===== src/rtl/cksum_ctrl_if.sv =====
// Channel read/write bus between the comm_fpga host side and a channel-mapped block.
// The host drives address, write data/strobe and read strobe; the block answers with
// write-ready, read data and read-valid.
interface cksum_ctrl_if;
    logic [6:0] chanAddr_in;
    logic [7:0] h2fData_in;
    logic       h2fValid_in;
    logic       h2fReady_out;
    logic [7:0] f2hData_out;
    logic       f2hValid_out;
    logic       f2hReady_in;

    modport master (
        output chanAddr_in, h2fData_in, h2fValid_in, f2hReady_in,
        input  h2fReady_out, f2hData_out, f2hValid_out
    );

    modport slave (
        input  chanAddr_in, h2fData_in, h2fValid_in, f2hReady_in,
        output h2fReady_out, f2hData_out, f2hValid_out
    );
endinterface


===== src/rtl/cksum_ctrl.sv =====
// Channel-mapped byte-checksum controller occupying six channel addresses from CHAN_BASE:
// +0 data/status, +1 control, +2/+3 length, +4/+5 sum.
// Build option: define CKSUM_FLETCHER_EN for a Fletcher-16 accumulator instead of a
// plain 16-bit additive sum. LEN_W must be at least 16; only the low 16 bits are host-visible.
module cksum_ctrl #(
    parameter logic [6:0]  CHAN_BASE = 7'h00,
    parameter int unsigned LEN_W     = 16
) (
    input  logic                clk_in,
    input  logic                reset_in,
    cksum_ctrl_if.slave         bus,
    output logic [15:0]         checksum_out,
    output logic                busy_out,
    output logic                done_out
);

    typedef enum logic [1:0] {StIdle, StRun, StDone} state_e;

    state_e           state_q, state_d;
    logic [15:0]      sum_q, sum_d;
    logic [LEN_W-1:0] len_q, len_d;
    logic [LEN_W-1:0] rem_q, rem_d;
    logic             overrun_q, overrun_d;

    logic [6:0]       offset;
    logic             in_win;
    logic             wr_hit;
    logic             status_rd;
    logic [15:0]      sum_add;
    logic [15:0]      len_host;

    // Window decode; subtraction keeps the window contiguous even if it wraps the 7-bit space.
    always_comb begin
        offset    = bus.chanAddr_in - CHAN_BASE;
        in_win    = (offset < 7'd6);
        wr_hit    = in_win & bus.h2fValid_in;
        status_rd = in_win & bus.f2hReady_in & (offset == 7'd0);
        len_host  = 16'(len_q);
    end

    // Accumulator step for the byte currently on the write bus.
`ifdef CKSUM_FLETCHER_EN
    logic [8:0] a_add, b_add;
    logic [7:0] a_new, b_new;
    always_comb begin
        a_add   = {1'b0, sum_q[7:0]} + {1'b0, bus.h2fData_in};
        a_new   = (a_add >= 9'd255) ? 8'(a_add - 9'd255) : a_add[7:0];
        b_add   = {1'b0, sum_q[15:8]} + {1'b0, a_new};
        b_new   = (b_add >= 9'd255) ? 8'(b_add - 9'd255) : b_add[7:0];
        sum_add = {b_new, a_new};
    end
`else
    always_comb begin
        sum_add = sum_q + {8'h00, bus.h2fData_in};
    end
`endif

    // Next-state logic for the FSM and all datapath registers.
    always_comb begin
        state_d   = state_q;
        sum_d     = sum_q;
        len_d     = len_q;
        rem_d     = rem_q;
        overrun_d = overrun_q;

        // Read-clear first so a coincident overrun set would win.
        if (status_rd) begin
            overrun_d = 1'b0;
        end

        if (wr_hit) begin
            case (offset)
                7'd0: begin
                    if (state_q == StRun) begin
                        sum_d = sum_add;
                        rem_d = rem_q - LEN_W'(1);
                        if (rem_q == LEN_W'(1)) begin
                            state_d = StDone;
                        end
                    end else begin
                        overrun_d = 1'b1;
                    end
                end
                7'd1: begin
                    if (bus.h2fData_in[1]) begin
                        state_d   = StIdle;
                        sum_d     = 16'h0000;
                        overrun_d = 1'b0;
                    end else if (bus.h2fData_in[0] && (state_q != StRun)) begin
                        sum_d     = 16'h0000;
                        overrun_d = 1'b0;
                        rem_d     = len_q;
                        state_d   = (len_q == '0) ? StDone : StRun;
                    end
                end
                7'd2: begin
                    if (state_q != StRun) begin
                        len_d = LEN_W'({len_host[15:8], bus.h2fData_in});
                    end
                end
                7'd3: begin
                    if (state_q != StRun) begin
                        len_d = LEN_W'({bus.h2fData_in, len_host[7:0]});
                    end
                end
                default: ;
            endcase
        end
    end

    // State and datapath registers with asynchronous reset.
    always_ff @(posedge clk_in or posedge reset_in) begin
        if (reset_in) begin
            state_q   <= StIdle;
            sum_q     <= 16'h0000;
            len_q     <= '0;
            rem_q     <= '0;
            overrun_q <= 1'b0;
        end else begin
            state_q   <= state_d;
            sum_q     <= sum_d;
            len_q     <= len_d;
            rem_q     <= rem_d;
            overrun_q <= overrun_d;
        end
    end

    // Read mux and handshake outputs; zero data outside the window so the top level can OR muxes.
    always_comb begin
        bus.f2hData_out = 8'h00;
        if (in_win) begin
            case (offset)
                7'd0:    bus.f2hData_out = {5'b0, overrun_q, (state_q == StDone), (state_q == StRun)};
                7'd2:    bus.f2hData_out = len_host[7:0];
                7'd3:    bus.f2hData_out = len_host[15:8];
                7'd4:    bus.f2hData_out = sum_q[7:0];
                7'd5:    bus.f2hData_out = sum_q[15:8];
                default: bus.f2hData_out = 8'h00;
            endcase
        end
        bus.h2fReady_out = in_win;
        bus.f2hValid_out = in_win;
        checksum_out     = sum_q;
        busy_out         = (state_q == StRun);
        done_out         = (state_q == StDone);
    end

endmodule


===== src/flat_wrapper.sv =====
// flat-port wrapper written by rule: the top's interface ports become plain ports
module cksum_ctrl_flat 
#(
    parameter logic [6:0]  CHAN_BASE = 7'h00,
    parameter int unsigned LEN_W     = 16
)
  (clk_in, reset_in, checksum_out, busy_out, done_out, bus_chanAddr_in, bus_h2fData_in, bus_h2fValid_in, bus_f2hReady_in, bus_h2fReady_out, bus_f2hData_out, bus_f2hValid_out);
  cksum_ctrl_if bus_i ();
  input  logic clk_in;
  input  logic reset_in;
  output logic [15:0] checksum_out;
  output logic busy_out;
  output logic done_out;
  input wire logic [$bits(bus_i.chanAddr_in)-1:0] bus_chanAddr_in;
  input wire logic [$bits(bus_i.h2fData_in)-1:0] bus_h2fData_in;
  input wire logic [$bits(bus_i.h2fValid_in)-1:0] bus_h2fValid_in;
  input wire logic [$bits(bus_i.f2hReady_in)-1:0] bus_f2hReady_in;
  output wire logic [$bits(bus_i.h2fReady_out)-1:0] bus_h2fReady_out;
  output wire logic [$bits(bus_i.f2hData_out)-1:0] bus_f2hData_out;
  output wire logic [$bits(bus_i.f2hValid_out)-1:0] bus_f2hValid_out;
  assign bus_i.chanAddr_in = bus_chanAddr_in;
  assign bus_i.h2fData_in = bus_h2fData_in;
  assign bus_i.h2fValid_in = bus_h2fValid_in;
  assign bus_i.f2hReady_in = bus_f2hReady_in;
  assign bus_h2fReady_out = bus_i.h2fReady_out;
  assign bus_f2hData_out = bus_i.f2hData_out;
  assign bus_f2hValid_out = bus_i.f2hValid_out;
  cksum_ctrl #(.CHAN_BASE(CHAN_BASE), .LEN_W(LEN_W)) u_core (.clk_in(clk_in), .reset_in(reset_in), .bus(bus_i), .checksum_out(checksum_out), .busy_out(busy_out), .done_out(done_out));
endmodule

===== config.mk =====
export PLATFORM = sky130hd
export DESIGN_NAME = cksum_ctrl_flat
export DESIGN_NICKNAME = d
export VERILOG_FILES = /design/src/rtl/cksum_ctrl_if.sv /design/src/rtl/cksum_ctrl.sv /design/src/flat_wrapper.sv
export SDC_FILE = /design/constraint.sdc
export NUM_CORES = 1
export LEC_CHECK = 0
export ABC_AREA = 1
export CAP_MARGIN = 20
export CORE_UTILIZATION = 55
export CTS_BUF_LIST = sky130_fd_sc_hd__clkbuf_8
export DETAILED_ROUTE_END_ITERATION = 16
export PLACE_DENSITY = 0.82
export SLEW_MARGIN = 15
export SYNTH_ARGS = -nofsm -noshare
export SYNTH_HDL_FRONTEND = slang
export SYNTH_SLANG_ARGS = --single-unit

===== constraint.sdc =====
create_clock -name clk_in -period 2.01 [get_ports clk_in]
set_clock_uncertainty 0.2 [all_clocks]
set_input_delay 0.201 -clock clk_in [delete_from_list [all_inputs] [get_ports clk_in]]
set_output_delay 0.201 -clock clk_in [all_outputs]
set_load 0.01 [all_outputs]

==> metrics list <==
- Layout cells sized above 1: 0.197
- Counting along the longest clock path gives a buffer depth of 2.
- Setup crit start kind: register
- Main combinational cell family by area after synthesis: simple AND/OR/NAND/NOR gates
* Average footprint of a synthesized cell: approximately 6.4 um^2
* DRT Pass-1 Iters: 5
* Final routed DRC violation total: 0
- Placeable Area: ~0.0065 mm^2
- In the layout the commonest cells are sky130_fd_sc_hd__nand2_1 (198), sky130_fd_sc_hd__inv_1 (76), sky130_fd_sc_hd__buf_4 (65).
* Peak ir drop on the vdd network: 0.284 mV
* Die height: 84.5 um
- Fraction of synthesis flops using an asynchronous set or reset pin: 1.00
- Global routing finished with a remaining overflow of 0.
- Leakage component of the power: 2.73 nW
- The die covers 0.00714 mm^2.
- Post-synth EDFFs: 0
- Residual antenna-violating net count after detailed routing: 0
- Critical Path AT: between 2 and 2.5 ns
* Top-Level Pins: 47
* Total power: 2.07 mW
- In the synthesized netlist the dominant register cell turns out to be sky130_fd_sc_hd__dfrtp_1.
* Worst Path Required: 2.01 ns
- The critical path contains buffers and inverters numbering 2 combined.
- Violations in the final reports: negative setup slack
* Portion of netlist area occupied by mux cells: 0.00267
- Entering global routing, the biggest net connects 52 pins.
* Clock Power Share: 0.349
* First-pass GRT wire length: 19.1 mm
* Number of placement rows: 29
- Number of clock sinks seen by CTS: 51
* Share of the clock period used by the worst path: 1.01
- At the pin with the least slew margin, the transition time is about 0.34 ns.
* Number of DRC violations after detailed-routing iteration 0: 329
* Filler instances: between 400 and 500
* Setup slack after placement: -0.524 ns
* Switching power share of the total: 0.258
- Routed wire per std cell: 15.8 um
- Post-DP HPWL: between 8 and 9 mm
- Library cells used by synthesis: 32
- Traced cell by cell, the critical path runs through ha_2 > inv_1 > fa_2 > inv_1 > nand3_1 > nand3_2 > nand3_1 > nand2_1 > nand2_1 > nand4_1 > o21ai_0.
- The root buffer cell chosen for the clock tree is sky130_fd_sc_hd__clkbuf_8.
* Final setup violation count: 1
- Cell family with the largest share of critical-path delay: simple AND/OR/NAND/NOR gates
- Kind of critical path: reg2reg
- Diode insertion count for antenna repair: 0
- The via count of the first global-routing pass is ~4000.
* Sequential area share after synthesis: 0.341
- Max-capacitance violation count: 0
* Worst hold path class: in2async
- Measured along the x axis, the die boundary spans 84.5 um.
- Hold violation count in the final report: 0
* Sequential fraction of design power: 0.503
- CP max-delay cell: sky130_fd_sc_hd__dfrtp_1
- Yosys printed 0 warnings.
- Across every metal layer, demand over resource in global routing totals 0.334.
* Worst hold slack after final layout: 0.0478 ns
- Synth-to-layout area growth: 36.0%
* Simple-Gate Fraction of Synth Area: 0.399
- Number of vias per cell: 5.69
- Initial antenna violation count: 0
- Of the total synthesized cell area, the portion taken by XOR and XNOR cells is 0.00936.
- In the final design database the tool counted 730 nets.
- Global placer's final weighted congestion: between 0.9 and 1
- Minimum setup slack in the final design: -0.0108 ns
- The worst pin sits at a relative slew slack of 0.771.
- The initial utilization of the core area, before any placement, comes to 0.580.
- Area fraction in compound gates after synthesis: 0.109
- For this block, the via count after detailed routing is 4418.
* Clock tree from TritonCTS: done
- Internal cell power: 1.54 mW
* Clock-pin slew reported for the worst setup and hold paths after clock tree synthesis: 0.10 ns
* Crit path capture type: register
- Post-synthesis register bit count: 51
- In this run, CTS created clock tree buffers numbering 5.
- Power per cell area: 407 mW/mm^2
- Maximum achievable frequency: 495 MHz
- Post-synth design cell area: 0.00374 mm^2
- Largest fanout on the critical path: 4
- Buffers placed on the I/O ports in this run total 46.
* Max-slew violation total from the final report: 0
- The library cell used most frequently in the layout, excluding fill and tap cells, is sky130_fd_sc_hd__nand2_1.
* Dpl cells: 759
- The finished layout holds 777 standard cells, fillers aside.
* Fin util: 0.788
- Portion of total power attributed to combinational logic: 0.148
* Post-synth net total: between 600 and 700
- Switching power total: roughly 0.53 mW
- DRT Wirelength: between 10 and 15 mm
- Post-synthesis adder-cell area fraction: 0.0388
- Run status: finished, violations left
- Final critical delay including setup and external delays: 2.02 ns
* Number of cells produced by synthesis: 584
* Clock insertion delay at the later pin of the skew report: 0.31 ns
* Maximum level of the CTS H-tree: 2
* Slowest stage delay, CP: 0.37 ns
-- registers in the layout (all words and copies together), names as in the netlist --
register,flops
u_core.checksum_out,16
u_core.state_q,2
u_core.overrun_q,1
u_core.rem_q,16
u_core.len_host,16
-- kinds of logic (layout without fill, tap and decap cells) --
family,after synthesis,count (layout)
and+or+nand+nor,347,347
buffers and inverters,95,211
xor gates and xnor gates,4,4
muxes,1,1
AOI/OAI and AO/OA,75,75
DFF,51,51
adders and majority gates,11,11
-- final timing paths --
path | end | start | cells after the start | slack, ns
worst max-delay path | u_core.checksum_out[12] | u_core.checksum_out[0] | 11 | -0.01
worst min-delay path | u_core.rem_q[9] | reset_in | 3 | 0.05
worst max register to register | u_core.checksum_out[12] | u_core.checksum_out[0] | 11 | -0.01
worst min register to register | u_core.rem_q[1] | u_core.rem_q[1] | 2 | 0.29
max in group asynchronous | u_core.checksum_out[15] | reset_in | 3 | 1.32
min in group clk_in | u_core.checksum_out[0] | bus_h2fData_in[0] | 4 | 0.14
-- worst register-to-register path, cell delays in order (launching register included) --
cell and delay [ns]:
sky130_fd_sc_hd__dfrtp_1 0.37, sky130_fd_sc_hd__ha_2 0.19, sky130_fd_sc_hd__inv_1 0.05, sky130_fd_sc_hd__fa_2 0.34
sky130_fd_sc_hd__inv_1 0.08, sky130_fd_sc_hd__nand3_1 0.08, sky130_fd_sc_hd__nand3_2 0.11, sky130_fd_sc_hd__nand3_1 0.14
sky130_fd_sc_hd__nand2_1 0.12, sky130_fd_sc_hd__nand2_1 0.07, sky130_fd_sc_hd__nand4_1 0.07, sky130_fd_sc_hd__o21ai_0 0.08
-- Yosys cell counts, types with 5 or more instances --
cell,instances,area (um^2)
sky130_fd_sc_hd__o21ai_0,47,235
sky130_fd_sc_hd__dfrtp_1,51,1280
sky130_fd_sc_hd__ha_1,10,125
sky130_fd_sc_hd__nand2_1,205,769
sky130_fd_sc_hd__nand4_1,18,113
sky130_fd_sc_hd__clkbuf_1,5,18.8
sky130_fd_sc_hd__inv_1,81,304
sky130_fd_sc_hd__a21oi_1,8,40.0
sky130_fd_sc_hd__nand3_1,49,245
sky130_fd_sc_hd__or2_2,5,31.3
sky130_fd_sc_hd__nor2_1,53,199
sky130_fd_sc_hd__o21ai_1,8,40.0
-- power groups by stage --
| stage | Clock, mW | Combinational, mW | Sequential [mW] |
|---|---|---|---|
| 2_1_floorplan | 0 | 0.128 | 1.06 |
| 3_3_place_gp | 0 | 0.265 | 1.06 |
| 3_5_place_dp | 0 | 0.271 | 1.06 |
| 4_1_cts | 0.725 | 0.276 | 1.04 |
| 5_1_grt | 0.764 | 0.335 | 1.04 |
| 6_report | 0.722 | 0.306 | 1.04 |
-- cell type report --
type	count	area, um^2	share of cell area
Multi-Input combinational cell	438	2240	0.440
Clock inverter	2	37.5	0.00737
Clock buffer	5	68.8	0.0135
Sequential cell	51	1280	0.251
Timing Repair Buffer	121	1060	0.209
Inverter	83	312	0.0612
Tap cell	77	96.3	0.0189
-- layer usage --
metal | share of wire | vias up | GRT usage | wire, um
met5 | 0 | - | 0 | 0
met4 | 0.041 | 0 | 0.131 | 498
met3 | 0.079 | 47 | 0.0403 | 966
met2 | 0.49 | 244 | 0.589 | 6020
met1 | 0.39 | 2031 | 0.418 | 4780
li1 | - | 2096 | - | -
-- stage by stage --
stage / instance area, um^2 / setup TNS (ns)
6_report: 5090 / -0.0108
3_3_place_gp: 4740 / -10.02
4_1_cts: 4900 / 0
3_5_place_dp: 4740 / -14.23
2_1_floorplan: 3740 / 0
5_1_grt: 5090 / -0.544
-- what timing repair did --
item / CTS / global route
pin swaps: 5 / 9
buffers inserted: 9 / 2
cloned: 0 / 1
endpoints found under the setup margin: 11 / 44
hold buffers: 0 / 0
resized for setup: 51 / 37
(Power assumes the default switching activity.)
==> variant: new RTL, same flow settings <==
Add a define of `CKSUM_FLETCHER_EN`.
--- a/src/rtl/cksum_ctrl.sv
+++ b/src/rtl/cksum_ctrl.sv
@@ -4,2 +4,4 @@
 // plain 16-bit additive sum. LEN_W must be at least 16; only the low 16 bits are host-visible.
+`define CKSUM_FLETCHER_EN
+
 module cksum_ctrl #(
Behaviour: not the same (Yosys sat finds a counterexample within 4 cycles, from zero or initial values and one cycle with reset_in high).
==> variant against the original RTL <==
  * The run now fails in global routing
  * Synthesized area grew 15%
==> variant: results (changes against the original RTL) <==
status did not finish (was finished with violations); Fail Step global routing; stop err [ERROR GRT-0232] Routing congestion too high. Check the congestion heatmap in the GUI.; placed insts 889 (was 759); gpl congestion 0.9785 (was 0.9943); Async S/R FF share, synth 1.000 (unchanged); synth warn 0 (unchanged); clk sinks 51 (unchanged); GRT Overall Usage 0.6790; Bufs on Longest Clock Path 2 (unchanged); DP Area 5844 sq um (was 4742 sq um); Synth cell types 45 (was 32); gate count of the mapped netlist 630 (was 584); Avg Inst Size Synth 6.822 sq um (was 6.412 sq um); Seq/Total Area, Yosys 0.2969 (was 0.3408); post-GRT worst EP u_core.checksum_out[9]$_DFFE_PP0P_/D; I/O Buffers 46 (unchanged); total gr overflow 16; hpwl dp 11,040 um (was 8591 um); CTS root buffer clkbuf_8 (unchanged); category of the worst endpoint register input; synth cell count leaders 176 x nand2_1, 103 x inv_1, 51 x dfrtp_1, 45 x nand3_1, 34 x o21ai_0 (was 205 x nand2_1, 81 x inv_1, 53 x nor2_1, 51 x dfrtp_1, 49 x nand3_1); H-tree depth 2 (unchanged); total CTS buffers 5 (unchanged); Synth area leaders dfrtp_1 30%, nand2_1 15%, inv_1 9.0% (was dfrtp_1 34%, nand2_1 21%, inv_1 8.1%); Main synth FF type dfrtp_1 (unchanged); Synthesized Nets 671 (was 614); largest net degree at the start of global routing 52
variant: changes by cell type after synthesis, moves of 8 or more:
cell / unedited run / this run
o21ai_0: 47 / 34
inv_1: 81 / 103
ha_1: 10 / 20
nand2_1: 205 / 176
nor2_1: 53 / 30
a21oi_1: 8 / 26
o21ai_1: 8 / 16
variant: logic make-up after synthesis:
group,share of synthesized area
compound gates,0.1473
xor+xnor,0.01223
fa+ha+maj,0.06754
buf+inv,0.1162
flops,0.2969
simple gates,0.3598
variant: timing repair:
item	4_1_cts
cloned	1
setup endpoints to repair	42
gates resized for setup	97
pin swaps	24
setup buffers	50
variant: per-stage QoR:
step	setup WS, ps	hold slack [ps]
2_1_floorplan	-2229	149.4
3_3_place_gp	-2416	283.1
3_5_place_dp	-2587	297.5
4_1_cts	-2061	55.74
variant: metal layers:
layer | GRT usage | GRT overflow
met3 | 0.4689 | 0
met2 | 0.8874 | 6
met5 | 0.1410 | 0
met4 | 0.6411 | 10
met1 | 0.6971 | 0
